[src/rtl/seg_scan_pkg.sv]
// rtl/seg_scan_pkg.sv - shared types and constants for the seven-segment scan controller
package seg_scan_pkg;

    localparam int NIBBLE_W = 4;

    typedef enum logic [1:0] {
        OFF,
        BLANKING,
        SHOW
    } scan_state_t;

endpackage

[src/rtl/scan_prescaler.sv]
// rtl/scan_prescaler.sv - mod-DIV slot counter with blanking-window and slot-end flags
module scan_prescaler #(
    parameter int DIV   = 125000,
    parameter int BLANK = 64
) (
    input  logic                   clk,
    input  logic                   reset_n,
    input  logic                   i_clear,
    output logic [$clog2(DIV)-1:0] o_count,
    output logic                   o_slot_end,
    output logic                   o_in_blank
);

    localparam int CW = $clog2(DIV);

    logic [CW-1:0] r_count;

    // Count 0..DIV-1 per scan slot; held at zero while cleared
    always_ff @(posedge clk) begin
        if (!reset_n || i_clear) begin
            r_count <= '0;
        end else if (o_slot_end) begin
            r_count <= '0;
        end else begin
            r_count <= r_count + 1'b1;
        end
    end

    assign o_count    = r_count;
    assign o_slot_end = (r_count == CW'(DIV - 1));
    assign o_in_blank = (r_count < CW'(BLANK));

endmodule

[src/rtl/seg_scan_controller.sv]
// rtl/seg_scan_controller.sv - multiplexed seven-segment digit scanner with frame-aligned double buffer
module seg_scan_controller
    import seg_scan_pkg::*;
#(
    parameter int NUM_DIGITS = 8,
    parameter int DIV        = 125000,
    parameter int BLANK      = 64
) (
    input  logic                           clk,
    input  logic                           reset_n,
    input  logic                           enable,
    input  logic                           lz_suppress,
    input  logic [NUM_DIGITS-1:0]          digit_mask,
    input  logic                           load_valid,
    input  logic [NIBBLE_W*NUM_DIGITS-1:0] load_data,
    output logic                           load_ready,
    output logic [NUM_DIGITS-1:0]          anode_n,
    output logic [2:0]                     digit_sel,
    output logic [3:0]                     digit_code,
    output logic                           blank,
    output logic                           frame_start
);

    localparam int CW = $clog2(DIV);
    localparam int DW = NIBBLE_W * NUM_DIGITS;

    scan_state_t           r_state;
    logic [2:0]            r_idx;
    logic [DW-1:0]         r_pending;
    logic [DW-1:0]         r_active;
    logic                  r_pending_full;
    logic                  r_load_ready;
    logic [NUM_DIGITS-1:0] r_anode_n;
    logic [2:0]            r_digit_sel;
    logic [3:0]            r_digit_code;
    logic                  r_blank;
    logic                  r_frame_start;

    logic [CW-1:0]         w_count;
    logic                  w_slot_end;
    logic                  w_in_blank;
    logic                  w_clear;
    logic                  w_last_idx;
    logic                  w_commit;
    logic                  w_capture;
    logic [NUM_DIGITS-1:0] w_upper_zero;
    logic [3:0]            w_code;
    logic                  w_dark;
    logic                  w_lit;

    // The prescaler only runs while a scan is in progress
    assign w_clear = !enable || (r_state == OFF);

    scan_prescaler #(
        .DIV   (DIV),
        .BLANK (BLANK)
    ) u_prescaler (
        .clk        (clk),
        .reset_n    (reset_n),
        .i_clear    (w_clear),
        .o_count    (w_count),
        .o_slot_end (w_slot_end),
        .o_in_blank (w_in_blank)
    );

    assign w_last_idx = (r_idx == 3'(NUM_DIGITS - 1));
    // Commit only between frames: end of the last slot, or whenever idle
    assign w_commit   = r_pending_full &&
                        ((r_state == OFF) || (enable && w_slot_end && w_last_idx));
    assign w_capture  = load_valid && !r_pending_full;

    // Scan sequencing: slot phase follows the prescaler, idx advances per slot
    always_ff @(posedge clk) begin
        if (!reset_n || !enable) begin
            r_state <= OFF;
            r_idx   <= '0;
        end else begin
            case (r_state)
                OFF: begin
                    r_state <= BLANKING;
                    r_idx   <= '0;
                end
                BLANKING: begin
                    if (w_count == CW'(BLANK - 1)) begin
                        r_state <= SHOW;
                    end
                end
                SHOW: begin
                    if (w_slot_end) begin
                        r_state <= BLANKING;
                        r_idx   <= w_last_idx ? 3'd0 : r_idx + 3'd1;
                    end
                end
                default: begin
                    r_state <= OFF;
                    r_idx   <= '0;
                end
            endcase
        end
    end

    // Shadow register accepts one word; it moves to active at a frame boundary
    always_ff @(posedge clk) begin
        if (!reset_n) begin
            r_pending      <= '0;
            r_active       <= '0;
            r_pending_full <= 1'b0;
            r_load_ready   <= 1'b1;
        end else if (w_commit) begin
            r_active       <= r_pending;
            r_pending_full <= 1'b0;
            r_load_ready   <= 1'b1;
        end else if (w_capture) begin
            r_pending      <= load_data;
            r_pending_full <= 1'b1;
            r_load_ready   <= 1'b0;
        end
    end

    // Leading-zero detection and nibble select for the digit under scan
    always_comb begin
        logic w_all_zero;
        w_all_zero   = 1'b1;
        w_upper_zero = '0;
        w_code       = '0;
        w_dark       = 1'b0;
        for (int i = NUM_DIGITS - 1; i >= 0; i--) begin
            w_all_zero      = w_all_zero && (r_active[i*NIBBLE_W +: NIBBLE_W] == '0);
            w_upper_zero[i] = w_all_zero;
        end
        for (int i = 0; i < NUM_DIGITS; i++) begin
            if (r_idx == 3'(i)) begin
                w_code = r_active[i*NIBBLE_W +: NIBBLE_W];
                w_dark = !digit_mask[i] || (lz_suppress && (i != 0) && w_upper_zero[i]);
            end
        end
    end

    assign w_lit = (r_state == SHOW) && !w_in_blank && !w_dark;

    // Output registers, one cycle behind the scan state
    always_ff @(posedge clk) begin
        if (!reset_n) begin
            r_anode_n     <= '1;
            r_digit_sel   <= '0;
            r_digit_code  <= '0;
            r_blank       <= 1'b1;
            r_frame_start <= 1'b0;
        end else begin
            r_digit_sel   <= r_idx;
            r_digit_code  <= w_code;
            r_anode_n     <= w_lit ? ~(NUM_DIGITS'(1) << r_idx) : '1;
            r_blank       <= !w_lit;
            r_frame_start <= (r_state == BLANKING) && (r_idx == 3'd0) && (w_count == '0);
        end
    end

    assign load_ready  = r_load_ready;
    assign anode_n     = r_anode_n;
    assign digit_sel   = r_digit_sel;
    assign digit_code  = r_digit_code;
    assign blank       = r_blank;
    assign frame_start = r_frame_start;

endmodule

[config.mk]
export PLATFORM = sky130hd
export DESIGN_NAME = seg_scan_controller
export DESIGN_NICKNAME = d
export VERILOG_FILES = /design/src/rtl/seg_scan_pkg.sv /design/src/rtl/scan_prescaler.sv /design/src/rtl/seg_scan_controller.sv
export SDC_FILE = /design/constraint.sdc
export NUM_CORES = 1
export LEC_CHECK = 0
export CAP_MARGIN = 20
export CORE_MARGIN = 2
export CORE_UTILIZATION = 25
export CTS_BUF_LIST = sky130_fd_sc_hd__clkbuf_2
export DETAILED_ROUTE_END_ITERATION = 12
export PLACE_DENSITY_LB_ADDON = 0.08
export SKIP_LAST_GASP = 1
export SYNTH_ARGS = -nofsm -noshare
export SYNTH_HDL_FRONTEND = slang
export SYNTH_SLANG_ARGS = --single-unit
[constraint.sdc]
create_clock -name clk -period 2.09 [get_ports clk]
set_input_delay 0.3135 -clock clk [delete_from_list [all_inputs] [get_ports clk]]
set_output_delay 0.3135 -clock clk [all_outputs]
set_load 0.03 [all_outputs]
==> summary.md <==
| Metric | Value |
|---|---|
| Status | `complete, but fails checks` |
| Failing checks | `negative setup slack` |
| GRT overflow | `0` |
| Starting Density | `25.3%` |
| Total of max-cap violations | `0` |
| Minimum clock period after layout | `2160 ps` |
| WP data required | `2650 ps` |
| Row cnt | `50` |
| Final Slew Violations | `0` |
| Worst Path Arrival | `2720 ps` |
| Top sig layer | `met4` |
| Metal2 WL | `5510 um` |
| I/O pins | `63` |
| Clock power share | `28.2%` |
| Worst Hold Depth | `3` |
| Share of cells above drive strength 1 | `12.8%` |
| Final setup fails | `30` |
| Pint | `0.00254 W` |
| Clock insertion delay at the later pin of the skew report | `630 ps` |
| Reg power frac | `60.8%` |
| GPL Wtd Cong | `0.771` |
| Synth async-reset ratio | `0%` |
| Num Clock Sinks | `105` |
| CTS tree | `built` |
| CTS Buf Count | `9` |
| Synth Instances | `554` |
| Final Cycle Share | `103%` |
| Vias per cell | `4.51` |
| Sw Share | `26.6%` |
| Worst Tran Pin Value | `428 ps` |
| Post-synthesis sequential area ratio | `44.9%` |
| Pre-CTS WS | `-37.9 ps` |
| Yosys reg bits | `105` |
| Slowest-stage cell, CP | `or4_4` |
| EDFF count, synth | `0` |
| Yosys top cell area share | `44.9%` |
| CP bufs+invs | `1` |
| Chip Width | `141 um` |
| Clock Tree Buf Depth | `2` |
| # DRC | `0` |
| Type of the worst setup path | `flop to flop` |
| Unrepaired setup endpoints after global routing | `true` |
| Syn nets | `607` |
| Pwr Total | `0.00346 W` |
| Max incr delay on CP | `520 ps` |
| Largest net degree at the start of global routing | `42` |
| Worst hold slack | `191 ps` |
| Cells along the critical path | `or4_1 -> or4_4 -> nor2_4 -> o21a_4 -> buf_6 -> mux2i_1` |
| Clock slew at reported path FFs | `290 ps` |
| Fin util | `32.6%` |
| Setup ws final | `-68.0 ps` |
| Leakage power | `2.17 nW` |
| Synth Area per Inst | `8.45 sq um` |
| Core Area | `18500 sq um` |
| Post-Route WL | `12500 um` |
| Synthesized cell area | `4680 sq um` |
| Crit. path cell count | `6` |
| Worst VDD drop | `0.213 mV` |
| Max frequency | `0.463 GHz` |
| Final Hold Fails | `0` |
| Largest cells by area after synthesis | `dfxtp_1 45%, nand2_1 12%, mux2i_1 7.1%, a21boi_0 5.1%, nor2_1 2.5%` |
| Slew headroom | `71.2%` |
| # port buffers | `62` |
| Syn. warnings | `0` |
| Total die area | `19800 sq um` |
| Fin nets | `695` |
| Die Y | `141 um` |
| Routed length on met1 | `6350 um` |
| Fill count | `1953` |
| Synth unique cells | `43` |
| Startpoint Class | `flop` |
| Layout area overhead | `29.0%` |
| Clock Skews | `41.9 ps` |
| Wire per inst | `14.2 um` |
| Met3 WL | `451 um` |
| Comb power frac | `11.0%` |
| Vias in the first global route | `4015` |
| Nature of the critical path endpoint | `flop` |
| Reg2Reg Depth | `6` |
| Net Sw Power | `0.000919 W` |
| Ys flop type | `dfxtp_1` |
| Drt first pass iters | `4` |
| Via count | `3976` |
| Pwr/cell area | `573 nW/um^2` |
| Cell taking the most area after synthesis | `dfxtp_1` |
| Crit-path max FO | `5` |
| Detailed Place HPWL | `9090 um` |
| Most frequent cell after synthesis | `nand2_1` |
| GRT Resource Usage Total | `13.1%` |
| First-pass GRT wire length | `20700 um` |
| H-tree depth | `3` |
| Top cells by count, synth | `148 x nand2_1, 105 x dfxtp_1, 33 x mux2i_1, 32 x a21boi_0, 31 x nor2_1` |
| Initial antenna violation count | `1` |
| HP Class | `primary input to flop` |
| Drt first-iter violations | `180` |
| Top cell family by delay on the critical path | `simple AND/OR/NAND/NOR gates` |
| Clock root buffer | `clkbuf_2` |
| Post-route ant nets | `0` |
## power groups by stage
stage               sequential [W]  combinational [W]  clock, W
CTS                        0.00211           0.000382   0.00104
global placement           0.00214           0.000355         0
finish                     0.00210           0.000378  0.000974
detailed placement         0.00214           0.000357         0
global route               0.00211           0.000421   0.00109
floorplan                  0.00213           0.000206         0
## layer usage
| metal | up-vias | track usage (%) |
|---|---|---|
| met5 | - | 0 |
| met4 | 0 | 5.32 |
| met3 | 13 | 2.45 |
| met2 | 66 | 20.4 |
| met1 | 1843 | 18.0 |
| li1 | 2054 | - |
## path summary, 6_finish.rpt
check / from / to / slack, ps
setup / recovery: u_prescaler.o_count[4] / r_active[6] / -70
hold / removal: load_data[7] / r_pending[7] / 190
setup reg to reg: u_prescaler.o_count[4] / r_active[6] / -70
hold reg to reg: r_pending[27] / r_active[27] / 460
## cells in the final DEF, fill, tap and decap left out, drive strengths merged, types with 3 or more instances in the layout
master           n
nand2          148
dfxtp          105
clkdlybuf4s50   57
buf             48
mux2i           33
a21boi          32
nor2            32
a21oi           15
nand3           12
o21ai           12
inv             12
clkbuf          11
nor4            10
and2            10
nand2b           9
xnor2            9
ha               8
o311ai           8
nand4            7
nor2b            7
a31oi            6
and3             5
nor3             5
xor2             5
and3b            4
or4              4
nand4b           3
## cell type report
class	instances	area (sq um)	share of cell area, %
Inverter	11	41.3	0.684
Tap cell	234	293	4.85
Clock buffer	10	50.0	0.829
Sequential cell	105	2110	35.0
Clock inverter	5	56.3	0.933
Timing Repair Buffer	111	1090	18.0
Antenna cell	2	5.00	0.0829
Multi-Input combinational cell	404	2390	39.6
## stage by stage
step                TNS (ps)  cells  instance area [sq um]
CTS                    -1710    878                   5960
global route           -3780    882                   6030
global placement           0    860                   5770
floorplan              -1180    554                   4690
detailed placement      -472    860                   5770
finish                 -1220    882                   6030
## cell families (layout without fill, tap and decap cells)
kind of cell             after synthesis  after routing  synth area share [%]
XOR/XNOR                              14             14                  2.62
buffers and inverters                 45            137                  5.00
AO/OA/AOI/OAI                         84             84                  12.2
other                                  0              2                     0
flip-flops                           105            105                  44.9
multiplexers                          33             33                  7.06
adder cells (fa/ha/maj)                8              8                  2.14
AND/OR/NAND/NOR                      265            265                  26.0
## worst register-to-register path: cells and delay by family (launching register included)
| family | cells | cell delay, ps |
|---|---|---|
| buffers and inverters | 1 | 160 |
| AND/OR/NAND/NOR | 3 | 1130 |
| multiplexers | 1 | 190 |
| flip-flops | 1 | 400 |
| AO/OA/AOI/OAI | 1 | 220 |
## registers in the layout, indices dropped and copies added (netlist names)
name	flops
anode_n	8
blank	1
digit_code	4
digit_sel	3
frame_start	1
load_ready	1
r_active	32
r_idx	3
r_pending	32
r_pending_full	1
r_state	2
u_prescaler.o_count	17
## repair_timing
item,4_1_cts,5_1_grt
gates cloned,2,1
resized for setup,11,13
setup buffers,0,1
hold buffers,1,0
pin swaps,2,5
endpoints found under the hold margin,4,0
endpoints found under the setup margin,37,54
(Power assumes the default switching activity.)
